[src/rtl/holy_clint_pkg.sv]
// Shared definitions for the HOLY CORE core-local interruptor: register
// addresses, bus FSM states and AXI response codes.
package holy_clint_pkg;

    localparam logic [15:0] CLINT_MSIP        = 16'h0000;
    localparam logic [15:0] CLINT_MTIMECMP_LO = 16'h4000;
    localparam logic [15:0] CLINT_MTIMECMP_HI = 16'h4004;
    localparam logic [15:0] CLINT_MTIME_LO    = 16'hBFF8;
    localparam logic [15:0] CLINT_MTIME_HI    = 16'hBFFC;

    localparam logic [1:0] AXI_OKAY = 2'b00;

    typedef enum logic [1:0] {
        IDLE  = 2'd0,
        WRESP = 2'd1,
        RRESP = 2'd2
    } clint_state_t;

endpackage

[src/rtl/holy_clint_if.sv]
// AXI4-Lite bundle between the SoC interconnect (master) and the CLINT (slave).
interface holy_clint_if;

    logic [31:0] awaddr;
    logic        awvalid;
    logic        awready;
    logic [31:0] wdata;
    logic [3:0]  wstrb;
    logic        wvalid;
    logic        wready;
    logic [1:0]  bresp;
    logic        bvalid;
    logic        bready;
    logic [31:0] araddr;
    logic        arvalid;
    logic        arready;
    logic [31:0] rdata;
    logic [1:0]  rresp;
    logic        rvalid;
    logic        rready;

    modport master (
        output awaddr, awvalid, wdata, wstrb, wvalid, bready, araddr, arvalid, rready,
        input  awready, wready, bresp, bvalid, arready, rdata, rresp, rvalid
    );

    modport slave (
        input  awaddr, awvalid, wdata, wstrb, wvalid, bready, araddr, arvalid, rready,
        output awready, wready, bresp, bvalid, arready, rdata, rresp, rvalid
    );

endinterface

[src/rtl/holy_clint_byte_write.sv]
// Byte-lane merge of write data into an existing 32-bit register word.
module clint_byte_write (
    input  logic [31:0] old_word,
    input  logic [31:0] wdata,
    input  logic [3:0]  wstrb,
    output logic [31:0] new_word
);

    always_comb begin
        new_word = old_word;
        for (int i = 0; i < 4; i++) begin
            if (wstrb[i]) begin
                new_word[8*i +: 8] = wdata[8*i +: 8];
            end
        end
    end

endmodule

[src/rtl/holy_clint.sv]
// Core-local interruptor: prescaled 64-bit mtime, mtimecmp and msip behind an
// AXI4-Lite slave, producing level timer/software interrupts.
//
//   state | meaning
//   IDLE  | no transaction in flight; ready raised for the next AW+W or AR
//   WRESP | write committed, bvalid held until bready
//   RRESP | read data captured, rvalid held until rready
module holy_clint
    import holy_clint_pkg::*;
#(
    parameter int unsigned TICK_DIV = 1
) (
    input  logic        clk,
    input  logic        rst_n,
    holy_clint_if.slave s_axi,
    output logic        timer_itr,
    output logic        soft_itr
);

    localparam int unsigned      CNT_W    = (TICK_DIV > 1) ? $clog2(TICK_DIV) : 1;
    localparam logic [CNT_W-1:0] CNT_LAST = CNT_W'(TICK_DIV - 1);

    clint_state_t     state_q, state_d;
    logic [CNT_W-1:0] cnt_q, cnt_d;
    logic [63:0]      mtime_q, mtime_d;
    logic [63:0]      mtimecmp_q, mtimecmp_d;
    logic             msip_q, msip_d;
    logic             awready_q, awready_d;
    logic             arready_q, arready_d;
    logic             bvalid_q, bvalid_d;
    logic             rvalid_q, rvalid_d;
    logic [31:0]      rdata_q, rdata_d;
    logic             timer_itr_q, timer_itr_d;
    logic             soft_itr_q, soft_itr_d;

    logic        wr_hs, rd_hs, aw_pend, tick;
    logic [13:0] wr_word, rd_word;
    logic [31:0] msip_new, cmp_lo_new, cmp_hi_new, mt_lo_new, mt_hi_new;
    logic        unused_bits;

    assign wr_word = s_axi.awaddr[15:2];
    assign rd_word = s_axi.araddr[15:2];

    assign unused_bits = ^{s_axi.awaddr[31:16], s_axi.awaddr[1:0],
                           s_axi.araddr[31:16], s_axi.araddr[1:0], msip_new[31:1]};

    clint_byte_write u_bw_msip (
        .old_word ({31'b0, msip_q}),
        .wdata    (s_axi.wdata),
        .wstrb    (s_axi.wstrb),
        .new_word (msip_new)
    );

    clint_byte_write u_bw_cmp_lo (
        .old_word (mtimecmp_q[31:0]),
        .wdata    (s_axi.wdata),
        .wstrb    (s_axi.wstrb),
        .new_word (cmp_lo_new)
    );

    clint_byte_write u_bw_cmp_hi (
        .old_word (mtimecmp_q[63:32]),
        .wdata    (s_axi.wdata),
        .wstrb    (s_axi.wstrb),
        .new_word (cmp_hi_new)
    );

    clint_byte_write u_bw_mt_lo (
        .old_word (mtime_q[31:0]),
        .wdata    (s_axi.wdata),
        .wstrb    (s_axi.wstrb),
        .new_word (mt_lo_new)
    );

    clint_byte_write u_bw_mt_hi (
        .old_word (mtime_q[63:32]),
        .wdata    (s_axi.wdata),
        .wstrb    (s_axi.wstrb),
        .new_word (mt_hi_new)
    );

    always_comb begin
        // Ready is only ever raised while idle, so these are true handshakes.
        wr_hs   = awready_q && s_axi.awvalid && s_axi.wvalid;
        rd_hs   = arready_q && s_axi.arvalid;
        aw_pend = s_axi.awvalid && s_axi.wvalid;

        tick    = (cnt_q == CNT_LAST);
        cnt_d   = tick ? '0 : cnt_q + 1'b1;
        mtime_d = tick ? mtime_q + 64'd1 : mtime_q;

        mtimecmp_d = mtimecmp_q;
        msip_d     = msip_q;

        // A write overrides only its own half; the other keeps the tick result.
        if (wr_hs) begin
            case (wr_word)
                CLINT_MSIP[15:2]:        msip_d             = msip_new[0];
                CLINT_MTIMECMP_LO[15:2]: mtimecmp_d[31:0]   = cmp_lo_new;
                CLINT_MTIMECMP_HI[15:2]: mtimecmp_d[63:32]  = cmp_hi_new;
                CLINT_MTIME_LO[15:2]:    mtime_d[31:0]      = mt_lo_new;
                CLINT_MTIME_HI[15:2]:    mtime_d[63:32]     = mt_hi_new;
                default: ;
            endcase
        end

        rdata_d = rdata_q;
        if (rd_hs) begin
            case (rd_word)
                CLINT_MSIP[15:2]:        rdata_d = {31'b0, msip_q};
                CLINT_MTIMECMP_LO[15:2]: rdata_d = mtimecmp_q[31:0];
                CLINT_MTIMECMP_HI[15:2]: rdata_d = mtimecmp_q[63:32];
                CLINT_MTIME_LO[15:2]:    rdata_d = mtime_q[31:0];
                CLINT_MTIME_HI[15:2]:    rdata_d = mtime_q[63:32];
                default:                 rdata_d = 32'h0;
            endcase
        end

        state_d  = state_q;
        bvalid_d = bvalid_q;
        rvalid_d = rvalid_q;
        case (state_q)
            IDLE: begin
                if (wr_hs) begin
                    state_d  = WRESP;
                    bvalid_d = 1'b1;
                end else if (rd_hs) begin
                    state_d  = RRESP;
                    rvalid_d = 1'b1;
                end
            end
            WRESP: begin
                if (s_axi.bready) begin
                    state_d  = IDLE;
                    bvalid_d = 1'b0;
                end
            end
            RRESP: begin
                if (s_axi.rready) begin
                    state_d  = IDLE;
                    rvalid_d = 1'b0;
                end
            end
            default: begin
                state_d  = IDLE;
                bvalid_d = 1'b0;
                rvalid_d = 1'b0;
            end
        endcase

        // Readies look at the next state so a response retiring this cycle
        // can be followed by a handshake on the very next edge.
        awready_d = (state_d == IDLE) && aw_pend;
        arready_d = (state_d == IDLE) && !aw_pend && s_axi.arvalid;

        timer_itr_d = (mtime_q >= mtimecmp_q);
        soft_itr_d  = msip_d;
    end

    always_ff @(posedge clk) begin
        if (!rst_n) begin
            state_q     <= IDLE;
            cnt_q       <= '0;
            mtime_q     <= 64'h0;
            mtimecmp_q  <= 64'hFFFF_FFFF_FFFF_FFFF;
            msip_q      <= 1'b0;
            awready_q   <= 1'b0;
            arready_q   <= 1'b0;
            bvalid_q    <= 1'b0;
            rvalid_q    <= 1'b0;
            rdata_q     <= 32'h0;
            timer_itr_q <= 1'b0;
            soft_itr_q  <= 1'b0;
        end else begin
            state_q     <= state_d;
            cnt_q       <= cnt_d;
            mtime_q     <= mtime_d;
            mtimecmp_q  <= mtimecmp_d;
            msip_q      <= msip_d;
            awready_q   <= awready_d;
            arready_q   <= arready_d;
            bvalid_q    <= bvalid_d;
            rvalid_q    <= rvalid_d;
            rdata_q     <= rdata_d;
            timer_itr_q <= timer_itr_d;
            soft_itr_q  <= soft_itr_d;
        end
    end

    assign s_axi.awready = awready_q;
    assign s_axi.wready  = awready_q;
    assign s_axi.arready = arready_q;
    assign s_axi.bvalid  = bvalid_q;
    assign s_axi.rvalid  = rvalid_q;
    assign s_axi.rdata   = rdata_q;
    assign s_axi.bresp   = AXI_OKAY;
    assign s_axi.rresp   = AXI_OKAY;
    assign timer_itr     = timer_itr_q;
    assign soft_itr      = soft_itr_q;

endmodule
[src/flat_wrapper.sv]
// flat-port wrapper written by rule: the top's interface ports become plain ports
module holy_clint_flat import holy_clint_pkg::*;
#(
    parameter int unsigned TICK_DIV = 1
)
  (clk, rst_n, timer_itr, soft_itr, s_axi_awaddr, s_axi_awvalid, s_axi_wdata, s_axi_wstrb, s_axi_wvalid, s_axi_bready, s_axi_araddr, s_axi_arvalid, s_axi_rready, s_axi_awready, s_axi_wready, s_axi_bresp, s_axi_bvalid, s_axi_arready, s_axi_rdata, s_axi_rresp, s_axi_rvalid);
  holy_clint_if s_axi_i ();
  input  logic clk;
  input  logic rst_n;
  output logic timer_itr;
  output logic soft_itr;
  input wire logic [$bits(s_axi_i.awaddr)-1:0] s_axi_awaddr;
  input wire logic [$bits(s_axi_i.awvalid)-1:0] s_axi_awvalid;
  input wire logic [$bits(s_axi_i.wdata)-1:0] s_axi_wdata;
  input wire logic [$bits(s_axi_i.wstrb)-1:0] s_axi_wstrb;
  input wire logic [$bits(s_axi_i.wvalid)-1:0] s_axi_wvalid;
  input wire logic [$bits(s_axi_i.bready)-1:0] s_axi_bready;
  input wire logic [$bits(s_axi_i.araddr)-1:0] s_axi_araddr;
  input wire logic [$bits(s_axi_i.arvalid)-1:0] s_axi_arvalid;
  input wire logic [$bits(s_axi_i.rready)-1:0] s_axi_rready;
  output wire logic [$bits(s_axi_i.awready)-1:0] s_axi_awready;
  output wire logic [$bits(s_axi_i.wready)-1:0] s_axi_wready;
  output wire logic [$bits(s_axi_i.bresp)-1:0] s_axi_bresp;
  output wire logic [$bits(s_axi_i.bvalid)-1:0] s_axi_bvalid;
  output wire logic [$bits(s_axi_i.arready)-1:0] s_axi_arready;
  output wire logic [$bits(s_axi_i.rdata)-1:0] s_axi_rdata;
  output wire logic [$bits(s_axi_i.rresp)-1:0] s_axi_rresp;
  output wire logic [$bits(s_axi_i.rvalid)-1:0] s_axi_rvalid;
  assign s_axi_i.awaddr = s_axi_awaddr;
  assign s_axi_i.awvalid = s_axi_awvalid;
  assign s_axi_i.wdata = s_axi_wdata;
  assign s_axi_i.wstrb = s_axi_wstrb;
  assign s_axi_i.wvalid = s_axi_wvalid;
  assign s_axi_i.bready = s_axi_bready;
  assign s_axi_i.araddr = s_axi_araddr;
  assign s_axi_i.arvalid = s_axi_arvalid;
  assign s_axi_i.rready = s_axi_rready;
  assign s_axi_awready = s_axi_i.awready;
  assign s_axi_wready = s_axi_i.wready;
  assign s_axi_bresp = s_axi_i.bresp;
  assign s_axi_bvalid = s_axi_i.bvalid;
  assign s_axi_arready = s_axi_i.arready;
  assign s_axi_rdata = s_axi_i.rdata;
  assign s_axi_rresp = s_axi_i.rresp;
  assign s_axi_rvalid = s_axi_i.rvalid;
  holy_clint #(.TICK_DIV(TICK_DIV)) u_core (.clk(clk), .rst_n(rst_n), .s_axi(s_axi_i), .timer_itr(timer_itr), .soft_itr(soft_itr));
endmodule
[config.mk]
export PLATFORM = sky130hd
export DESIGN_NAME = holy_clint_flat
export DESIGN_NICKNAME = d
export VERILOG_FILES = /design/src/rtl/holy_clint_pkg.sv /design/src/rtl/holy_clint_if.sv /design/src/rtl/holy_clint_byte_write.sv /design/src/rtl/holy_clint.sv /design/src/flat_wrapper.sv
export SDC_FILE = /design/constraint.sdc
export NUM_CORES = 1
export LEC_CHECK = 0
export ABC_AREA = 1
export CAP_MARGIN = 10
export CORE_UTILIZATION = 55
export DETAILED_ROUTE_END_ITERATION = 16
export PLACE_DENSITY = 0.86
export REMOVE_ABC_BUFFERS = 1
export SLEW_MARGIN = 30
export SYNTH_ARGS = -nofsm -noshare
export SYNTH_HDL_FRONTEND = slang
export SYNTH_HIERARCHICAL = 1
export SYNTH_SLANG_ARGS = --single-unit
[constraint.sdc]
create_clock -name clk -period 3.2 [get_ports clk]
set_clock_uncertainty 0.1 [all_clocks]
set_input_delay 0.64 -clock clk [delete_from_list [all_inputs] [get_ports clk]]
set_output_delay 0.64 -clock clk [all_outputs]
set_load 0.02 [all_outputs]
Word-level counts from Yosys, hierarchy flattened
Cells that the tools add are included.

cells by class
  add/subtract/negate cells = 2
  $mul = 0
  divide/modulo/power cells = 0
  order comparisons = 1
  equal/unequal tests = 23
  shift operators = 0
  muxes and demuxes = 21
  bitwise logic cells = 2
  reduce and logical (&&, ||, !) cells = 24

operators by type and width
  kind                                                    number
  case mux 32 bit (5 select lines)                        1
  two-way mux 64 bit                                      2
  adder 64 x 1 -> 64 bit (second input constant)          1
  >= comparator 64 bit                                    1
  two-way mux 32 bit                                      2
  equality test 14 x 13 -> 1 bit (second input constant)  4
  equality test 14 bit (second input constant)            4
  two-way mux 8 bit                                       4
  AND reduction 3 bit                                     10
  zero test 14 bit                                        2
  inequality test 3 bit (second input constant)           8
  two-way mux 2 bit                                       4
  logical AND 1 bit                                       7
  inequality test 2 bit (second input constant)           3
  case mux 1 bit (3 select lines)                         2
  case mux 2 bit (3 select lines)                         1
  two-way mux 1 bit                                       5
  zero test 2 bit                                         2
  inequality test 2 x 1 -> 1 bit (second input constant)  2
  AND reduction 4 bit                                     1
  equality test 2 x 1 -> 1 bit (second input constant)    1
  equality test 2 bit (second input constant)             1
  inverter 1 bit                                          2
  AND reduction 2 bit                                     1
  other kinds (2)                                         2

storage, ports and cells
  flip-flop bits (word level) = 169
  bits in latches = 0
  bits in writable memories = 0
  ROM bits = 0
  bits of input ports = 107
  output and inout bits = 43
  logic and storage cells = 98
  memories kept = 0

Depth between registers and ports, before layout
Gate-level depths: netlist of run 1.

  word-level depth = 7
  depth in mapped cells = 15

Cells and area by module
Netlist of run 1, hierarchy kept.

modules (own cells, without submodules)
  module            instances  cells each  area each (um^2)
  holy_clint        1          1,737       11,227.0
  clint_byte_write  5          104         420.4

Worst setup path after synthesis of run 1
Ideal clock, no wire load.

  path kind = input port to flip-flop
  start point = input port s_axi_awaddr[5]
  end point = register u_core.mtimecmp_q[10]
  arrival = 1.707 ns
  required time = 2.966 ns
  slack = 1.259 ns
  stages = 6
  path buffers = 1
  cell sequence = or2_1 -> nor4_4 -> nand2_1 -> buf_2 -> nand2_1 -> nand3_1

on the way
  word-level cells in the longest chain between the ends = 2

RTL lines
  what                                  line                RTL
  start: declaration                    flat_wrapper.sv:12  input wire logic [$bits(s_axi_i.awaddr)-1:0] s_axi_awaddr;
  equality test 14 x 13 -> 1 bit        holy_clint.sv:97    case (wr_word)
  AND reduction 3 bit (no source line)  -
  end signal: assignment                holy_clint.sv:178   mtimecmp_q <= mtimecmp_d;
  end: declaration                      holy_clint.sv:26    logic [63:0] mtimecmp_q, mtimecmp_d;

No other way between the ends.
A chain may end at the register's enable or synchronous reset.

Worst setup path after layout of run 1
  start point = input port s_axi_wvalid
  end point = register u_core.mtime_q[11]

on the way
  word-level cells in the longest chain between the ends = 2
  elaborated cells on any way between the ends = 3
  classes of those cells = eq/ne (1); mux (1); reduce/logical (1)

RTL lines
  what                                                                          line                RTL
  start: declaration                                                            flat_wrapper.sv:16  input wire logic [$bits(s_axi_i.wvalid)-1:0] s_axi_wvalid;
  logical AND 1 bit *                                                           holy_clint.sv:84    wr_hs = awready_q && s_axi.awvalid && s_axi.wvalid;
  inequality test 3 bit (no source line) or two-way mux 64 bit (tied branches)  -
  end signal: assignment                                                        holy_clint.sv:177   mtime_q <= mtime_d;
  end: declaration                                                              holy_clint.sv:25    logic [63:0] mtime_q, mtime_d;

Mark *: on every way between the ends. The rest lies on a longest branch, timed or not.

==> results.sh, run 1 <==
export IMPL_status="finished clean"
export IMPL_syn_area_um2=12900
export IMPL_cp_slowest_cell="clkdlybuf4s50_1"
export IMPL_vdd_drop_max_mv=0.291
export IMPL_worstMarginPinSlew_ps=853
export IMPL_holdPathStages=2
export IMPL_path_clk_slew_ps=70
export IMPL_fin_cells=2554
export IMPL_slew_headroom_pct=43.1
export IMPL_overflow=0
export IMPL_synth_cells=2158
export IMPL_antennaDiodeCount=0
export IMPL_first_pass_iters=6
export IMPL_cts_buffers=17
export IMPL_placed_cells=2522
export IMPL_reg2regPathDepth=10
export IMPL_antenna_found_initial=1
export IMPL_leakage_nw=7.86
export IMPL_cp_slowest_stage_delay_ps=460
export IMPL_p_total_mw=4.62
export IMPL_area_delta_synth_final_pct=14.4
export IMPL_initial_core_util_pct=56.6
export IMPL_final_nets=2400
export IMPL_rrSetupSlack_ps=930
export IMPL_crit_top_cell="nand2_1"
export IMPL_die_h_um=155
export IMPL_cp_start_kind="input port"
export IMPL_drv_cap=0
export IMPL_crit_type="input port to flop"
export IMPL_end_kind="flop"
export IMPL_cts_buffer_depth=2
export IMPL_grt_pass1_vias=13611
export IMPL_slew_viol_final=0
export IMPL_fp_row_count=55
export IMPL_crit_cells=10
export IMPL_num_vias=14740
export IMPL_synth_warnings=6
export IMPL_drtIter0Drc=1379
export IMPL_hold_class="flop to flop"
export IMPL_required_ps=3470
export IMPL_hold_viol=0
export IMPL_vias_per_cell=5.77
export IMPL_r2r_start="u_core/mtimecmp_q[63]"
export IMPL_regArea_um2=3380
export IMPL_cts_setup_buffers=0
export IMPL_dieArea_um2=24100
export IMPL_cp_max_fo=9
export IMPL_worstSkewPairLatency_ps=440
export IMPL_cts_tree="yes"
export IMPL_port_buffers=109
export IMPL_htree_levels=4
export IMPL_grt_setup_unrepaired="no"
export IMPL_cts_hold_buf=0
export IMPL_multi_input_area_um2=8170
export IMPL_place_hpwl_mm=31.9
export IMPL_fin_crit_ps=2300
export IMPL_clkSinkCount=169
export IMPL_core_area_um2=22800
export IMPL_ios=150
export IMPL_max_freq_mhz=435
export IMPL_crit_path_cell_trace="clkdlybuf4s50_1 > nand2_1 > inv_2 > nand2_1 > nor4_1 > nand2_1 > inv_1 > buf_4 > nor2_1 > nor2_1"
export IMPL_ant_nets=0
export IMPL_fin_crit_sh_pct=71.8
export IMPL_drc_errors=0
export IMPL_cts_root_buf="clkbuf_16"
export IMPL_cp_num_buf_inv=4
export IMPL_synth_area_per_cell_um2=5.99
export IMPL_fillCellCount=2178
export IMPL_setup_violations=0
export IMPL_grt_pass1_wl_mm=69.9
export IMPL_cp_endpoint="u_core/mtime_q[11]"
export IMPL_whs_ps=366
export IMPL_place_congestion=0.995
export IMPL_cts_repair_resized=0
export IMPL_setup_tns_ps=0
export IMPL_die_w_um=155
export IMPL_grt_usage_pct=36.6
export IMPL_power_density_nw_per_um2=312
export IMPL_critical_path_top_delay_family="simple AND/OR/NAND/NOR gates"
export IMPL_rr_endpoint="u_core/timer_itr"
export IMPL_wl_per_cell_um=17.2
export IMPL_wirelength_mm=44.0
export IMPL_critPathLaunch="s_axi_wvalid"
export IMPL_drive_gt1_share_pct=6.07
export IMPL_grt_max_degree=65
export IMPL_cp_arrival_ps=2570
## per-layer routing
metal | track usage (%) | up-vias | part of all wire, %
li1 | - | 7099 | -
met1 | 46.8 | 6743 | 41
met2 | 61.5 | 797 | 46
met3 | 5.96 | 99 | 9.6
met4 | 14.4 | 2 | 2.8
met5 | 0 | - | 0.025
## worst min-delay path: cells and delay by family, from the launching register on
family | cells | cell delay, ps
and+or+nand+nor | 1 | 60
DFF | 1 | 310
AOI/OAI and AO/OA | 1 | 50
## where the power goes
part	internal, mW	total, mW	switching (mW)
Clock	1.09	2.07	0.984
Sequential	2.11	2.11	0.00644
Combinational	0.165	0.436	0.270
Total	3.36	4.62	1.26
## worst min path at each step
stage | from | to | slack (ps)
5_1_grt | u_core/s_axi.rdata[20] | u_core/s_axi.rdata[20] | 380
3_5_place_dp | u_core/s_axi.rdata[31] | u_core/s_axi.rdata[31] | 360
4_1_cts | u_core/s_axi.rdata[26] | u_core/s_axi.rdata[26] | 370
2_1_floorplan | u_core/mtimecmp_q[32] | u_core/mtimecmp_q[32] | 350
6_report | u_core/s_axi.rdata[9] | u_core/s_axi.rdata[9] | 370
3_3_place_gp | u_core/s_axi.bvalid | u_core/s_axi.bvalid | 350
## layout make-up
class / count / area share, %
multi-input combinational: 1663 / 55.2
sequential: 169 / 22.9
timing repair buffer: 149 / 9.72
inverter: 228 / 5.78
clock buffer: 17 / 2.87
tap: 313 / 2.65
clock inverter: 15 / 0.938
## layout by cell type, fill, tap and decap left out, drive strengths merged, types with 12 or more instances in the layout
master         instances
or2                   12
nand3                316
o21ai                129
inv                  233
nor3                  26
nand3b                12
a21oi                 78
o21bai                13
buf                   41
nand2                772
nor2                 149
clkbuf                17
xor2                  12
xnor2                 17
dfxtp                169
ha                    65
nand4                 40
clkdlybuf4s50        108
## sequential cells by signal (all words and copies together), names as in the netlist
signal                count
u_core/mtime_q           64
u_core/s_axi.bvalid       1
u_core/timer_itr          1
u_core/s_axi.rvalid       1
u_core/cnt_q              1
u_core/soft_itr           1
u_core/s_axi.awready      1
u_core/s_axi.arready      1
u_core/state_q            2
u_core/s_axi.rdata       32
u_core/mtimecmp_q        64
## metrics by stage
stage / worst slack, ps / area [um2] / util (%)
2_1_floorplan: -2190 / 12400 / -
3_3_place_gp: 554 / 14200 / 62.3
3_5_place_dp: 505 / 14200 / 62.3
4_1_cts: 949 / 14800 / 64.8
5_1_grt: 694 / 14800 / 64.8
6_report: 901 / 14800 / 64.8
No activity file was read; power rests on OpenSTA's default activity.
==> run 2, diff against run 1 <==
==> constraint.sdc (replaced) <==
create_clock -name clk -period 2.33 [get_ports clk]
set_clock_uncertainty 0.1 [all_clocks]
set_input_delay 0.466 -clock clk [delete_from_list [all_inputs] [get_ports clk]]
set_output_delay 0.466 -clock clk [all_outputs]
set_load 0.02 [all_outputs]
==> run 2 against run 1 <==
  * Cell count is 2.2% higher
  * Core utilization is 2.8 points higher
  * Total power is 43% higher
  * Worst setup slack worse by 800 ps
  * Sequential share of layout area is 0.93 points lower
  * Sequential power is 37% higher
  * Register-to-register slack worse by 830 ps
==> results.sh, run 2 (same netlist as run 1, synthesis figures left out) <==
export IMPL_fin_crit_sh_pct=95.5
export IMPL_reg2regPathDepth=10
export IMPL_vdd_drop_max_mv=0.338
export IMPL_slew_viol_final=0
export IMPL_placed_cells=2575
export IMPL_status="finished clean"
export IMPL_critPathLaunch="u_core/mtimecmp_q[63]"
export IMPL_ios=150
export IMPL_first_pass_iters=6
export IMPL_cp_max_fo=3
export IMPL_rrSetupSlack_ps=100
export IMPL_critical_path_top_delay_family="simple AND/OR/NAND/NOR gates"
export IMPL_crit_type="flop to flop"
export IMPL_initial_core_util_pct=56.6
export IMPL_antenna_found_initial=0
export IMPL_cts_root_buf="clkbuf_16"
export IMPL_htree_levels=4
export IMPL_hp_start="rst_n"
export IMPL_fin_crit_ps=2230
export IMPL_antennaDiodeCount=0
export IMPL_clkSinkCount=169
export IMPL_fp_row_count=55
export IMPL_cts_hold_buf=0
export IMPL_fin_cells=2610
export IMPL_die_w_um=155
export IMPL_wirelength_mm=44.3
export IMPL_num_vias=15001
export IMPL_rr_endpoint="u_core/timer_itr"
export IMPL_overflow=0
export IMPL_whs_ps=267
export IMPL_ant_nets=0
export IMPL_end_kind="flop"
export IMPL_cts_buffer_depth=2
export IMPL_cts_buffers=17
export IMPL_crit_top_cell="nor2_1"
export IMPL_cp_slowest_cell="dfxtp_1"
export IMPL_slew_headroom_pct=67.3
export IMPL_die_h_um=155
export IMPL_cp_endpoint="u_core/timer_itr"
export IMPL_grt_usage_pct=36.7
export IMPL_dieArea_um2=24100
export IMPL_wl_per_cell_um=17.0
export IMPL_worstSkewPairLatency_ps=440
export IMPL_postPlaceCellArea_um2=14800
export IMPL_worstMarginPinSlew_ps=487
export IMPL_stdcell_area_um2=15400
export IMPL_postLayoutSetupSlackWorst_ps=105
export IMPL_drive_gt1_share_pct=8.45
export IMPL_cp_start_kind="flop"
export IMPL_grt_pass1_vias=13656
export IMPL_setup_tns_ps=0
export IMPL_grt_max_degree=57
export IMPL_drtIter0Drc=1551
export IMPL_hold_class="input port to flop"
export IMPL_final_common_cell="nand2_1"
export IMPL_vias_per_cell=5.75
export IMPL_port_buffers=109
export IMPL_core_area_um2=22800
export IMPL_setup_violations=0
export IMPL_place_hpwl_mm=33.1
export IMPL_place_congestion=0.994
export IMPL_crit_path_cell_trace="inv_1 > ha_1 > nand4_1 > nor2_1 > nand3_1 > nor2_1 > nand2_1 > nand2_1 > nor2_1 > a21oi_1"
export IMPL_crit_cells=10
export IMPL_cp_num_buf_inv=1
export IMPL_area_delta_synth_final_pct=19.3
export IMPL_r2r_start="u_core/mtimecmp_q[63]"
export IMPL_path_clk_slew_ps=70
export IMPL_grt_setup_unrepaired="no"
export IMPL_hold_viol=0
export IMPL_power_density_nw_per_um2=430
export IMPL_leakage_nw=8.23
export IMPL_final_cell_mix="nand2_1 (767), nand3_1 (312), inv_1 (208)"
export IMPL_cts_tree="yes"
export IMPL_dp_slack_ps=-95.1
export IMPL_grt_pass1_wl_mm=69.6
export IMPL_required_ps=2590
export IMPL_drc_errors=0
export IMPL_cp_slowest_stage_delay_ps=380
export IMPL_final_nets=2456
export IMPL_max_freq_mhz=449
export IMPL_drv_cap=0
export IMPL_cp_arrival_ps=2490
-- run 2: stage by stage --
step	power, mW	utilization [%]
final	6.63	67.6
after detailed placement	3.57	64.7
after global routing	6.83	67.6
after floorplan	3.22	-
after CTS	6.63	67.4
after global placement	3.55	64.7
-- run 2: final cells by class --
type	instances	area (um2)
clock inverter	12	163
timing repair buffer	205	2010
multi-input combinational	1663	8170
tap	313	392
sequential	169	3380
fill	2118	7410
clock buffer	20	457
inverter	228	856
-- run 2: worst min-delay path by stage --
stage          slack, ps                    end  depth (start not counted)
2_1_floorplan        350  u_core/mtimecmp_q[32]                          2
3_3_place_gp         350    u_core/s_axi.bvalid                          2
3_5_place_dp         350    u_core/s_axi.bvalid                          2
4_1_cts              250  u_core/mtimecmp_q[62]                          2
5_1_grt              270  u_core/mtimecmp_q[57]                          2
6_report             270  u_core/mtimecmp_q[62]                          2
-- run 2: report_power, final --
group | leakage [nW] | internal, mW | total [mW] | switching, mW
logic | 6.56 | 0.244 | 0.620 | 0.377
registers | 1.37 | 2.89 | 2.90 | 0.00710
clock network | 0.304 | 1.77 | 3.11 | 1.34
-- run 2: worst reg2reg max path, delay by kind of cell (launching register included) --
family,cells,cell delay (ps)
and+or+nand+nor,7,1080
buffers and inverters,1,80
DFF,1,380
AOI/OAI and AO/OA,1,180
adders and majority gates,1,340
-- run 2: metal layers --
metal  routed length (um)  track usage, %  vias to the layer above
met5                    0               0                        -
met4                 1460            16.5                        0
met3                 4340            6.80                      114
met2                20600            62.3                      827
met1                17900            45.2                     6856
li1                     -               -                     7204
-- run 2: what timing repair did --
action / CTS / global route
resized for setup: 0 / 3
setup endpoints to repair: 0 / 4
setup buffers: 0 / 3
==> run 3, diff against run 2 <==
--- a/config.mk
+++ b/config.mk
@@ -7,6 +7,7 @@
 export LEC_CHECK = 0
 export ABC_AREA = 1
 export CAP_MARGIN = 10
+export CORE_MARGIN = 3
 export CORE_UTILIZATION = 55
 export DETAILED_ROUTE_END_ITERATION = 16
 export PLACE_DENSITY = 0.86
@@ -16,3 +17,4 @@
 export SYNTH_HDL_FRONTEND = slang
 export SYNTH_HIERARCHICAL = 1
 export SYNTH_SLANG_ARGS = --single-unit
+export TNS_END_PERCENT = 10
==> run 3 against run 2 <==
  * Routed wire length rose by 0.83%
  * Design area rose by 0.32%
  * Die area rose by 5.2%
  * Combinational power rose by 2%
  * Critical path depth fell by 1
  * Highest routed layer unchanged
==> results.sh, run 3 (same netlist as run 1, synthesis figures left out) <==
export IMPL_fin_crit_sh_pct=95.5
export IMPL_slew_viol_final=0
export IMPL_stdcell_area_um2=15500
export IMPL_htree_levels=4
export IMPL_holdPathStages=2
export IMPL_hp_start="rst_n"
export IMPL_port_buffers=109
export IMPL_leakage_nw=8.26
export IMPL_required_ps=2570
export IMPL_cp_start_kind="flop"
export IMPL_final_nets=2464
export IMPL_power_density_nw_per_um2=423
export IMPL_hold_class="input port to flop"
export IMPL_drtIter0Drc=1479
export IMPL_place_hpwl_mm=33.2
export IMPL_wirelength_mm=44.7
export IMPL_grt_pass1_wl_mm=71.8
export IMPL_dieArea_um2=25400
export IMPL_cts_repair_resized=0
export IMPL_cts_buffers=17
export IMPL_r2r_start="u_core/mtime_q[15]"
export IMPL_antennaDiodeCount=0
export IMPL_crit_type="flop to flop"
export IMPL_end_kind="flop"
export IMPL_core_area_um2=22800
export IMPL_die_h_um=159
export IMPL_overflow=0
export IMPL_rrSetupSlack_ps=100
export IMPL_fillCellCount=2109
export IMPL_setup_tns_ps=0
export IMPL_max_freq_mhz=449
export IMPL_ios=150
export IMPL_drv_cap=0
export IMPL_setup_violations=0
export IMPL_wl_per_cell_um=17.1
export IMPL_die_w_um=159
export IMPL_drc_errors=0
export IMPL_placed_cells=2586
export IMPL_area_delta_synth_final_pct=19.7
export IMPL_fin_crit_ps=2230
export IMPL_clkSinkCount=169
export IMPL_vdd_drop_max_mv=0.397
export IMPL_fin_cells=2618
export IMPL_cts_buffer_depth=2
export IMPL_reg2regPathDepth=9
export IMPL_cts_tree="yes"
export IMPL_hold_end="u_core/mtimecmp_q[53]"
export IMPL_dp_slack_ps=-143
export IMPL_status="finished clean"
export IMPL_regArea_um2=3380
export IMPL_multi_input_area_um2=8180
export IMPL_cts_root_buf="clkbuf_16"
export IMPL_cp_arrival_ps=2470
export IMPL_fp_row_count=55
export IMPL_cp_max_fo=6
export IMPL_path_clk_slew_ps=70
export IMPL_vias_per_cell=5.71
export IMPL_grt_pass1_vias=14184
export IMPL_hold_viol=0
export IMPL_ant_nets=0
export IMPL_first_pass_iters=6
export IMPL_num_vias=14961
export IMPL_antenna_found_initial=0
export IMPL_worstSkewPairLatency_ps=440
export IMPL_rr_endpoint="u_core/timer_itr"
export IMPL_place_congestion=0.989
export IMPL_drive_gt1_share_pct=8.63
export IMPL_p_total_mw=6.55
export IMPL_initial_core_util_pct=56.6
export IMPL_final_common_cell="nand2_1"
export IMPL_postPlaceCellArea_um2=14900
export IMPL_final_cell_mix="nand2_1 (767), nand3_1 (311), inv_1 (208)"
export IMPL_postLayoutSetupSlackWorst_ps=104
export IMPL_grt_max_degree=56
export IMPL_cts_hold_buf=0
export IMPL_grt_usage_pct=34.7
export IMPL_cts_setup_buffers=0
[run 3: worst max-delay path, cell delays in order (launching register included)]
cell,delay (ps)
dfxtp_1,390
ha_1,350
nand4_1,200
nor2_1,290
nand3_1,250
nor2_1,170
nor2_1,80
nand2_1,70
nand2_1,40
a21oi_1,190
[run 3: metal layers]
metal	wire [um]	vias up	GRT usage [%]
met2	20300	773	56.0
met4	1730	0	16.8
li1	-	7224	-
met1	18400	6824	44.9
met3	4270	140	6.17
met5	0	-	0
[run 3: cell type report]
| class | instances | area share (%) |
|---|---|---|
| inverter | 228 | 5.53 |
| tap | 313 | 2.53 |
| multi-input combinational | 1663 | 52.8 |
| clock inverter | 9 | 0.897 |
| clock buffer | 23 | 3.02 |
| timing repair buffer | 213 | 13.4 |
| sequential | 169 | 21.9 |
[run 3: where the power goes]
group          switching [mW]  internal, mW  leakage, nW  total [mW]
clock network            1.26          1.76        0.285        3.02
registers             0.00549          2.90         1.36        2.90
logic                   0.382         0.249         6.61       0.632
total                    1.65          4.90         8.26        6.55
[run 3: how the worst max path moves through the flow]
stage                           from                    to  slack, ps  cells past startpoint
2_1_floorplan   u_core/s_axi.awready  u_core/mtimecmp_q[0]      -2950                      5
3_3_place_gp            s_axi_wvalid    u_core/mtime_q[24]        -80                     12
3_5_place_dp            s_axi_wvalid    u_core/mtime_q[27]       -140                     12
4_1_cts           u_core/mtime_q[23]    u_core/mtime_q[51]        100                     11
5_1_grt        u_core/mtimecmp_q[63]      u_core/timer_itr         -8                     10
6_report          u_core/mtime_q[15]      u_core/timer_itr        100                      9
[run 3: through the flow]
stage	hold slack [ps]	utilization, %
after detailed placement	355	65.1
after floorplan	351	-
after global routing	289	67.8
after global placement	349	65.1
after CTS	265	67.7
final	286	67.8
